==> src/rtl/save_bank.sv <==
// rtl/save_bank.sv - save register with DEPTH-entry circular history and recall by age
module save_bank #(
  parameter int WIDTH     = 8,
  parameter int DEPTH     = 4,
  parameter int OVERWRITE = 1,
  localparam int AW       = $clog2(DEPTH)
) (
  input  logic             clk,
  input  logic             rst_n,
  input  logic             clear,
  input  logic             okSAVE,
  input  logic [WIDTH-1:0] num,
  input  logic             okLOAD,
  input  logic [AW-1:0]    load_idx,
  output logic [WIDTH-1:0] q,
  output logic             recall_valid,
  output logic             load_err,
  output logic             save_err,
  output logic [AW:0]      count,
  output logic             full,
  output logic             empty
);

  localparam logic          ALLOW_OVERWRITE = (OVERWRITE != 0);
  localparam logic [AW:0]   COUNT_MAX       = (AW+1)'(DEPTH);

  logic [WIDTH-1:0] mem_q [DEPTH];
  logic [WIDTH-1:0] q_q, q_d;
  logic [AW-1:0]    wptr_q, wptr_d;
  logic [AW:0]      count_q, count_d;
  logic             recall_valid_q, recall_valid_d;
  logic             load_err_q, load_err_d;
  logic             save_err_q, save_err_d;
  logic             mem_we;
  logic [AW-1:0]    rd_addr;

  // Age 0 is the slot just behind the write pointer.
  assign rd_addr = wptr_q - AW'(1) - load_idx;
  assign full    = (count_q == COUNT_MAX);
  assign empty   = (count_q == '0);

  always_comb begin
    q_d            = q_q;
    wptr_d         = wptr_q;
    count_d        = count_q;
    recall_valid_d = 1'b0;
    load_err_d     = 1'b0;
    save_err_d     = 1'b0;
    mem_we         = 1'b0;
    if (clear) begin
      q_d     = '0;
      wptr_d  = '0;
      count_d = '0;
    end else if (okSAVE) begin
      if (full && !ALLOW_OVERWRITE) begin
        save_err_d = 1'b1;
      end else begin
        mem_we = 1'b1;
        wptr_d = wptr_q + AW'(1);
        q_d    = num;
        if (!full) begin
          count_d = count_q + (AW+1)'(1);
        end
      end
    end else if (okLOAD) begin
      if ({1'b0, load_idx} < count_q) begin
        q_d            = mem_q[rd_addr];
        recall_valid_d = 1'b1;
      end else begin
        load_err_d = 1'b1;
      end
    end
  end

  always_ff @(posedge clk or negedge rst_n) begin
    if (!rst_n) begin
      q_q            <= '0;
      wptr_q         <= '0;
      count_q        <= '0;
      recall_valid_q <= 1'b0;
      load_err_q     <= 1'b0;
      save_err_q     <= 1'b0;
    end else begin
      q_q            <= q_d;
      wptr_q         <= wptr_d;
      count_q        <= count_d;
      recall_valid_q <= recall_valid_d;
      load_err_q     <= load_err_d;
      save_err_q     <= save_err_d;
    end
  end

  // History contents are only meaningful below count, so they need no reset.
  always_ff @(posedge clk) begin
    if (mem_we) begin
      mem_q[wptr_q] <= num;
    end
  end

  assign q            = q_q;
  assign count        = count_q;
  assign recall_valid = recall_valid_q;
  assign load_err     = load_err_q;
  assign save_err     = save_err_q;

endmodule

==> config.mk <==
export PLATFORM = sky130hd
export DESIGN_NAME = save_bank
export DESIGN_NICKNAME = d
export VERILOG_FILES = /design/src/rtl/save_bank.sv
export SDC_FILE = /design/constraint.sdc
export NUM_CORES = 1
export LEC_CHECK = 0
export BUFFER_PORTS_ARGS = -buffer_cell sky130_fd_sc_hd__buf_2
export CAP_MARGIN = 10
export CORE_MARGIN = 3
export CORE_UTILIZATION = 50
export CTS_CLUSTER_SIZE = 24
export DETAILED_ROUTE_END_ITERATION = 6
export PLACE_DENSITY = 0.74
export SLEW_MARGIN = 5
export SYNTH_ARGS = -nofsm -noshare
export SYNTH_HDL_FRONTEND = slang
export SYNTH_SLANG_ARGS = --single-unit
==> constraint.sdc <==
create_clock -name clk -period 1.9 [get_ports clk]
set_input_delay 0.19 -clock clk [delete_from_list [all_inputs] [get_ports clk]]
set_output_delay 0.19 -clock clk [all_outputs]
set_load 0.02 [all_outputs]
==> metrics.yaml, run 1 <==
clock_tree:
  ctsResizeCount: 0
  cts_setup_buffers: 0
  cts_buffer_depth: 2
  clk_pin_slew_ns: 0.09
  cts-buffers-inserted: 5
  insertion_delay_ns: 0.30
  clock-root-buffer: "clkbuf_8"
  numClockSinks: 47
  h-tree-depth: 2
  cts_tree: "built"
finish:
  drive_above_1_share_pct: 26.3
  final_common_cell: "edfxtp_1"
  final_cell_area_sq_um: 2410
  layout.nets: 189
  areaGrowthSynthToFinish_pct: 16.1
  fin_cells: 215
  diodes: 0
  utilization_pct: 63.1
  mostFrequentLayoutCells: "edfxtp_1 (32), buf_2 (29), dfrtp_1 (15), nor2b_1 (11)"
  fillers: 281
grt:
  grt_remaining_overflow: 0
  grt_max_degree: 23
  grt_pass1_vias: 1242
  grt_pass1_wl_um: 6110
  track_usage_pct: 16.7
  grt_antenna_before_repair: 0
routing:
  drc: 0
  drt_wl_total_um: 3770
  drtPass1Iterations: 4
  wl_per_cell_um: 17.5
  drtIter0Drc: 47
  ant_nets: 0
  vias: 1186
  avgViaCountPerCell: 5.52
synth:
  syn_avg_cell_area_sq_um: 16.1
  yosys.cell_types.count: 28
  netlist_area_sq_um: 2080
  ys_warn_count: 0
  synth_top_area_share_pct: 46.2
  syn_nets: 152
  synthTopCellsByArea: "edfxtp_1 (46%), dfrtp_1 (18%), mux4_1 (10%), ha_1 (4.8%), o2bb2ai_1 (3.4%)"
  synth-seq-cells: 47
  yosys.area.top_type: "edfxtp_1"
  ys_seq_area_share_pct: 64.3
  synth_cells: 129
critical_path:
  rr_worst_depth: 6
  critical-path-top-delay-family: "flip-flops"
  cp-end-kind: "register"
  crit_path_start_kind: "register"
  crit_cells: 6
  worstPathMaxFanout: 8
  cp.buffers_inverters: 1
  path_class: "register to register"
  worstPathArrival_ns: 1.85
  cp_cell_sequence: "ha_1, xnor2_1, xnor2_2, buf_4, mux4_1, o2bb2ai_1"
  crit_path_top_delay_cell: "dfrtp_1"
  cp_data_required_time_ns: 2.09
  cpPeakStageDelay_ns: 0.39
power:
  p_leak_nw: 0.995
  p_int_mw: 1.67
  clockPowerShare_pct: 32.5
  seq_power_share_pct: 53.2
  p_per_area_nw_per_um2: 900
  irDropWorstVdd_uv: 574
  p_sw_share_pct: 23.4
  p_total_mw: 2.17
  power.share.combinational_pct: 14.3
  p_switching_mw: 0.507
floorplan:
  start_util_pct: 54.3
  die_area_sq_um: 4970
  dieWidth_um: 70.5
  die_y_um: 70.5
  core_area_sq_um: 3830
  ios: 31
  num_rows: 22
sta:
  rsz0062_at_grt: "false"
  max_freq_mhz: 602
  setup_viol: 0
  clock_skew_ns: 0.00980
  fin_ws_ns: 0.240
  slew_viol_final: 0
  fin_tns_setup_ns: 0
  timing.final.crit_share_pct: 87.4
  hold_viol_final: 0
  fin_hold_ws_ns: 0.123
  period_needed_ns: 1.66
hold_path:
  hold_depth: 1
  hold_class: "input port to register"
placement:
  io_buffers: 29
  dp_slack_ns: 0.242
  hpwl_um: 2560
  gp_congestion: 0.762
  dp_cells: 206
  placed_cell_area_sq_um: 2300
run:
  cap_violations: 0
status:
  status: "finished clean"
-- cells in the mapped netlist (all sizes together) --
master   number
ha            8
edfxtp       32
mux2i         1
nor2b        11
o211ai        1
o21ai         1
and3          1
and4b         1
nor3          1
nor2          7
nand2         1
a21boi        1
dfrtp        15
buf           4
nand2b        2
xnor2         4
inv           5
conb          1
and2          5
mux4          8
o2bb2ai       8
a21oi         2
clkbuf        1
a22oi         8
-- repair_timing --
item                                   CTS  global route
endpoints found under the hold margin   15             0
setup endpoints to repair                0             0
hold buffers                             1             0
-- per-layer routing --
layer	part of all wire [%]	wire [um]	up-vias	global-route usage, %
li1	-	-	566	-
met1	41	1530	584	18.4
met2	53	1990	29	29.4
met3	5.0	189	7	5.04
met4	1.4	53	0	7.45
met5	0	0	-	0
-- state kept, by name, indices dropped and copies added, names as in the netlist --
name          cells
q                 8
recall_valid      1
wptr_q            2
mem_q            32
count             3
load_err          1
-- power groups by stage --
stage / Combinational, mW / Clock [mW] / Sequential, mW
after global routing: 0.346 / 0.771 / 1.16
after CTS: 0.317 / 0.726 / 1.16
after detailed placement: 0.314 / 0 / 1.18
after global placement: 0.302 / 0 / 1.18
final: 0.311 / 0.707 / 1.15
after floorplan: 0.179 / 0 / 1.20
-- kinds of logic after synthesis --
group	count (synthesis)	share of synthesized area, %
muxes	9	10.6
other	1	0.180
xor gates and xnor gates	4	2.05
buffers and inverters	10	2.11
DFF	47	64.3
AOI/OAI and AO/OA	21	7.95
adders and majority gates	8	4.82
and+or+nand+nor	29	8.01
-- path summary, 6_finish.rpt --
path	from	end	slack, ns
max in group asynchronous	rst_n	q[2]	1.31
max reg2reg	wptr_q[0]	q[1]	0.24
min in group asynchronous	rst_n	q[5]	0.32
min reg2reg	wptr_q[1]	wptr_q[1]	0.59
min	num[7]	mem_q[3][7]	0.12
max	wptr_q[0]	q[1]	0.24
-- final cells by class --
class	count	area, sq um	area share, %
Sequential cell	47	1340	55.4
Multi-Input combinational cell	72	698	28.9
Timing Repair Buffer	35	193	7.98
Clock buffer	5	68.8	2.85
Tap cell	48	60.1	2.49
Clock inverter	3	38.8	1.61
Inverter	5	18.8	0.778
Power figures use the tool's default switching activity.
==> run 2: changes to the inputs <==
--- a/config.mk
+++ b/config.mk
@@ -7,11 +7,13 @@
 export LEC_CHECK = 0
 export BUFFER_PORTS_ARGS = -buffer_cell sky130_fd_sc_hd__buf_2
 export CAP_MARGIN = 10
+export CORE_ASPECT_RATIO = 1.25
 export CORE_MARGIN = 3
 export CORE_UTILIZATION = 50
 export CTS_CLUSTER_SIZE = 24
 export DETAILED_ROUTE_END_ITERATION = 6
 export PLACE_DENSITY = 0.74
+export SKIP_CTS_REPAIR_TIMING = 1
 export SLEW_MARGIN = 5
 export SYNTH_ARGS = -nofsm -noshare
 export SYNTH_HDL_FRONTEND = slang
==> run 2 against run 1 <==
  * Setup slack worse by 0.13 ns
  * Register-to-register slack worse by 0.13 ns
  * Highest routed layer unchanged
  * Clock-buffer cell count unchanged
  * Largest power group unchanged
  * Critical endpoint is now q[4]
==> metrics.yaml, run 2 (synthesis gave the netlist of run 1 again) <==
routing:
  vias: 1189  # +0.25%
  drc: 0  # unchanged
  wl_per_cell_um: 17.3  # -1.2%
  drtPass1Iterations: 4  # unchanged
  ant_nets: 0  # unchanged
  avgViaCountPerCell: 5.43  # -1.6%
  drtIter0Drc: 51  # +8.5%
  drt_wl_total_um: 3790  # +0.66%
hold_path:
  hold_depth: 1  # unchanged
  hold_class: "input port to register"
  holdCritStartpoint: "num[5]"
  hold_path_end: "mem_q[1][5]"
finish:
  mostFrequentLayoutCells: "edfxtp_1 (32), buf_2 (29), dfrtp_1 (15), nor2b_1 (11)"
  areaGrowthSynthToFinish_pct: 14.6
  fin_cells: 219  # +1.9%
  fillers: 307  # +9.3%
  layout.area.seq_sq_um: 1340  # unchanged
  utilization_pct: 61.4  # -1.7 points
  regMostFlops: "mem_q"
  drive_above_1_share_pct: 24.8  # -1.5 points
  final_common_cell: "edfxtp_1"
  diodes: 0  # unchanged
  final_cell_area_sq_um: 2380  # -1.3%
  largest_reg_flops: 32  # unchanged
  layout.nets: 187  # -1.1%
  multi_input_area_sq_um: 698  # unchanged
critical_path:
  cp-end-kind: "register"
  rr_worst_depth: 3  # -3
  ff2ff_setup_slack_ns: 0.10  # -0.13 ns
  crit_path_top_delay_cell: "mux4_1"
  cp.buffers_inverters: 0  # -1
  cp_cell_sequence: "ha_1, mux4_1, o2bb2ai_1"
  rr_startpoint: "wptr_q[0]"
  worstPathMaxFanout: 8  # unchanged
  critical-path-top-delay-family: "multiplexers"
  crit_path_start_kind: "register"
  r2r-end: "q[4]"
  path_class: "register to register"
  worstPathArrival_ns: 1.97  # +0.12 ns
  cp_data_required_time_ns: 2.08  # about the same
  cpPeakStageDelay_ns: 0.60  # +0.21 ns
floorplan:
  num_rows: 25  # +14%
  start_util_pct: 53.6  # -0.74 points
  die_y_um: 78.1  # +11%
  die_area_sq_um: 4970  # about the same
  dieWidth_um: 63.7  # -9.7%
  ios: 31  # unchanged
  core_area_sq_um: 3880  # +1.4%
run:
  cap_violations: 0  # unchanged
placement:
  dp_cells: 209  # +1.5%
  io_buffers: 29  # unchanged
  gp_congestion: 0.779  # +2.2%
  placed_cell_area_sq_um: 2280  # -0.65%
  hpwl_um: 2670  # +4.2%
sta:
  fin_hold_ws_ns: 0.140  # +0.0176 ns
  timing.final.crit_share_pct: 94.5  # +7.1 points
  max_freq_mhz: 557  # -7.5%
  setup_viol: 0  # unchanged
  fin_tns_setup_ns: 0  # unchanged
  clock_skew_ns: 0.00545  # -0.00436 ns
  slew_viol_final: 0  # unchanged
  hold_viol_final: 0  # unchanged
  period_needed_ns: 1.80  # +0.135 ns
  rsz0062_at_grt: "false"
grt:
  grt_antenna_before_repair: 0  # unchanged
  track_usage_pct: 17.5  # +0.78 points
  grt_pass1_vias: 1258  # +1.3%
  grt_remaining_overflow: 0  # unchanged
  grt_pass1_wl_um: 6410  # +4.9%
  grt_max_degree: 23  # unchanged
clock_tree:
  h-tree-depth: 2  # unchanged
  cts-buffers-inserted: 5  # unchanged
  cts_tree: "built"
  cts_buffer_depth: 2  # unchanged
  clock-root-buffer: "clkbuf_8"
  insertion_delay_ns: 0.30  # about the same
  clk_pin_slew_ns: 0.08  # about the same
  numClockSinks: 47  # unchanged
status:
  status: "finished clean"
power:
  p_per_area_nw_per_um2: 851  # -5.4%
  irDropWorstVdd_uv: 433  # -25%
  p_leak_nw: 0.970  # -2.6%
run 2: cell count changes in the layout (fill, tap and decap cells not counted), sizes merged:
cell	change
buf	-2
bufinv	-1
clkinvlp	+1
run 2: stage by stage:
step                      total power, mW  setup WS, ns
after CTS                            2.04        0.0700
after floorplan                      1.38        0.0552
final                                2.03         0.105
after global placement               1.47         0.121
after global routing                 2.12        0.0397
after detailed placement             1.48        0.0860
run 2: power by group:
part / switching [mW] / total (mW) / leakage, nW / internal, mW
registers: 0.0178 / 1.15 / 0.491 / 1.14
clock network: 0.317 / 0.567 / 0.0392 / 0.250
logic: 0.171 / 0.307 / 0.439 / 0.136
run 2: layout make-up:
cell class | instances | area share, %
inverters | 5 | 0.788
clock buffers | 5 | 2.89
flip-flops and latches | 47 | 56.1
well taps | 54 | 2.84
multi-input cells | 72 | 29.3
repair buffers | 33 | 7.46
clock inverters | 3 | 0.630
run 2: worst max path at each step:
stage	startpoint	endpoint	slack, ns	cells past startpoint
final	wptr_q[0]	q[4]	0.10	3
after global placement	wptr_q[0]	q[1]	0.12	3
after CTS	wptr_q[0]	q[4]	0.07	5
after detailed placement	wptr_q[0]	q[1]	0.09	5
after global routing	wptr_q[0]	q[1]	0.04	3
after floorplan	wptr_q[0]	q[0]	0.06	4
run 2: routing by layer:
metal / track usage (%) / wire, um
met1: 21.7 / 1610
met2: 30.0 / 1910
met3: 4.29 / 223
met4: 5.83 / 52
met5: 0 / 0
==> run 3: changes to the inputs <==
--- a/config.mk
+++ b/config.mk
@@ -8,11 +8,11 @@
 export BUFFER_PORTS_ARGS = -buffer_cell sky130_fd_sc_hd__buf_2
 export CAP_MARGIN = 10
 export CORE_ASPECT_RATIO = 1.25
-export CORE_MARGIN = 3
-export CORE_UTILIZATION = 50
+export CORE_MARGIN = 2
+export CORE_UTILIZATION = 48
 export CTS_CLUSTER_SIZE = 24
 export DETAILED_ROUTE_END_ITERATION = 6
-export PLACE_DENSITY = 0.74
+export PLACE_DENSITY = 0.69
 export SKIP_CTS_REPAIR_TIMING = 1
 export SLEW_MARGIN = 5
 export SYNTH_ARGS = -nofsm -noshare
==> constraint.sdc (replaced) <==
create_clock -name clk -period 2.2 [get_ports clk]
set_input_delay 0.22 -clock clk [delete_from_list [all_inputs] [get_ports clk]]
set_output_delay 0.22 -clock clk [all_outputs]
set_load 0.02 [all_outputs]
==> run 3 against run 2 <==
  * Largest power group unchanged
  * Non-clock buffer count shrank 2
  * Sequential cell count unchanged
  * Die area is 1.9% lower
  * Wire length is 2.0% higher
  * Final area grew 0.42%
  * Worst hold slack better by 0.028 ns
  * Clock skew is 0.0025 ns lower
  * Maximum frequency fell by 5.1%
  * Sequential share of layout area shrank 0.23 points
  * Critical path depth is the same
==> metrics.yaml, run 3 (synthesis gave the netlist of run 1 again) <==
sta:
  max_freq_mhz: 529  # -5.1%
  fin_ws_ns: 0.308  # +0.204 ns
  timing.final.crit_share_pct: 86.0  # -8.5 points
  hold_viol_final: 0  # unchanged
  tightestPinTransition_ns: 0.502
  rsz0062_at_grt: "false"
  clock_skew_ns: 0.00298  # -0.00247 ns
  slew_headroom_pct: 66.5
  period_needed_ns: 1.89  # +0.0964 ns
  setup_viol: 0  # unchanged
  slew_viol_final: 0  # unchanged
  fin_tns_setup_ns: 0  # unchanged
finish:
  largest_reg_flops: 32  # unchanged
  areaGrowthSynthToFinish_pct: 15.1
  final_cell_area_sq_um: 2390  # +0.42%
  diodes: 0  # unchanged
  final_common_cell: "edfxtp_1"
  layout.nets: 185  # -1.1%
  drive_above_1_share_pct: 23.9  # -0.92 points
  mostFrequentLayoutCells: "edfxtp_1 (32), buf_2 (29), dfrtp_1 (15), nor2b_1 (11)"
  regMostFlops: "mem_q"
  fillers: 346  # +13%
  layout.area.seq_sq_um: 1340  # unchanged
  multi_input_area_sq_um: 698  # unchanged
power:
  p_leak_nw: 0.973  # +0.29%
  p_per_area_nw_per_um2: 782  # -8.2%
  irDropWorstVdd_uv: 423  # -2.4%
critical_path:
  cp-end-kind: "register"
  path_class: "register to register"
  rr_worst_depth: 3  # unchanged
  critical-path-top-delay-family: "multiplexers"
  r2r-end: "q[3]"
  rr_startpoint: "wptr_q[0]"
  crit_path_start_kind: "register"
  cp.buffers_inverters: 0  # unchanged
  crit_path_end: "q[3]"
  cpPeakStageDelay_ns: 0.61  # about the same
  crit_cells: 3  # unchanged
  worstPathMaxFanout: 8  # unchanged
  ff2ff_setup_slack_ns: 0.31  # +0.20 ns
  critical_path.startpoint: "wptr_q[0]"
  cp_cell_sequence: "ha_1, mux4_1, o2bb2ai_1"
  worstPathArrival_ns: 2.07  # +0.10 ns
  cp_data_required_time_ns: 2.38  # +0.30 ns
  crit_path_top_delay_cell: "mux4_1"
placement:
  gp_congestion: 0.745  # -4.3%
  io_buffers: 29  # unchanged
  placed_cell_area_sq_um: 2280  # -0.22%
  hpwl_um: 2590  # -2.9%
  dp_slack_ns: 0.282  # +0.196 ns
routing:
  drt_wl_total_um: 3870  # +2.0%
  avgViaCountPerCell: 5.55  # +2.3%
  drtPass1Iterations: 4  # unchanged
  drtIter0Drc: 50  # -2.0%
  vias: 1216  # +2.3%
  wl_per_cell_um: 17.7  # +2.0%
  drc: 0  # unchanged
  ant_nets: 0  # unchanged
status:
  status: "finished clean"
grt:
  grt_pass1_wl_um: 6290  # -2.0%
  grt_remaining_overflow: 0  # unchanged
  grt_max_degree: 23  # unchanged
  grt_pass1_vias: 1225  # -2.6%
  grt_antenna_before_repair: 0  # unchanged
  track_usage_pct: 17.6  # +0.068 points
floorplan:
  core_area_sq_um: 4130  # +6.5%
  num_rows: 26  # +4.0%
  die_area_sq_um: 4880  # -1.9%
  start_util_pct: 50.3  # -3.3 points
  dieWidth_um: 62.9  # -1.3%
  ios: 31  # unchanged
  die_y_um: 77.6  # -0.66%
clock_tree:
  cts_buffer_depth: 2  # unchanged
  cts-buffers-inserted: 5  # unchanged
  numClockSinks: 47  # unchanged
  insertion_delay_ns: 0.29  # about the same
  h-tree-depth: 2  # unchanged
  clk_pin_slew_ns: 0.08  # about the same
  clock-root-buffer: "clkbuf_8"
  cts_tree: "built"
hold_path:
  hold_class: "input port to register"
  holdCritStartpoint: "num[1]"
run:
  cap_violations: 0  # unchanged
## run 3: cell types whose count changed in the layout (fill, tap and decap cells not counted), sizes merged
cell	previous run	this run
clkinv	2	0
clkbuf	5	7
clkinvlp	1	0
bufinv	0	1
buf	32	30
## run 3: per-stage QoR
step | hold slack, ns | cells | total power, mW | util (%)
after floorplan | -0.0756 | 129 | 1.19 | -
after global placement | 0.143 | 210 | 1.27 | 55.1
after detailed placement | 0.154 | 210 | 1.28 | 55.1
after CTS | -0.171 | 218 | 1.89 | 57.7
after global routing | 0.165 | 219 | 1.95 | 57.9
final | 0.169 | 219 | 1.87 | 57.9
## run 3: layout make-up
type                            count  area share, %
Tap cell                           56           2.93
Multi-Input combinational cell     72           29.2
Timing Repair Buffer               31           6.80
Clock buffer                        7           3.19
Clock inverter                      1           1.26
Sequential cell                    47           55.9
Inverter                            5          0.785
## run 3: per-layer routing
layer	routed length, um	global-route usage [%]	share of wire [%]	vias up
met2	1970	29.4	51	55
li1	-	-	-	555
met3	273	4.78	7.1	7
met4	62	7.33	1.6	0
met5	0	0	0	-
met1	1560	21.6	40	599
## run 3: worst min-delay path by stage
stage / endpoint / slack (ns) / cells after the start
after global placement: count[0] / 0.14 / 1
final: mem_q[1][1] / 0.17 / 1
after CTS: load_err / -0.17 / 1
after floorplan: count[0] / -0.08 / 0
after detailed placement: count[1] / 0.15 / 1
after global routing: mem_q[0][5] / 0.16 / 1
## run 3: power breakdown
part,switching (mW),internal (mW)
clock network,0.274,0.340
logic,0.146,0.112
registers,0.0175,0.982
## run 3: worst reg2reg max path: stages (launching register included)
cell       delay [ns]
dfrtp_1          0.45
ha_1             0.57
mux4_1           0.61
o2bb2ai_1        0.14
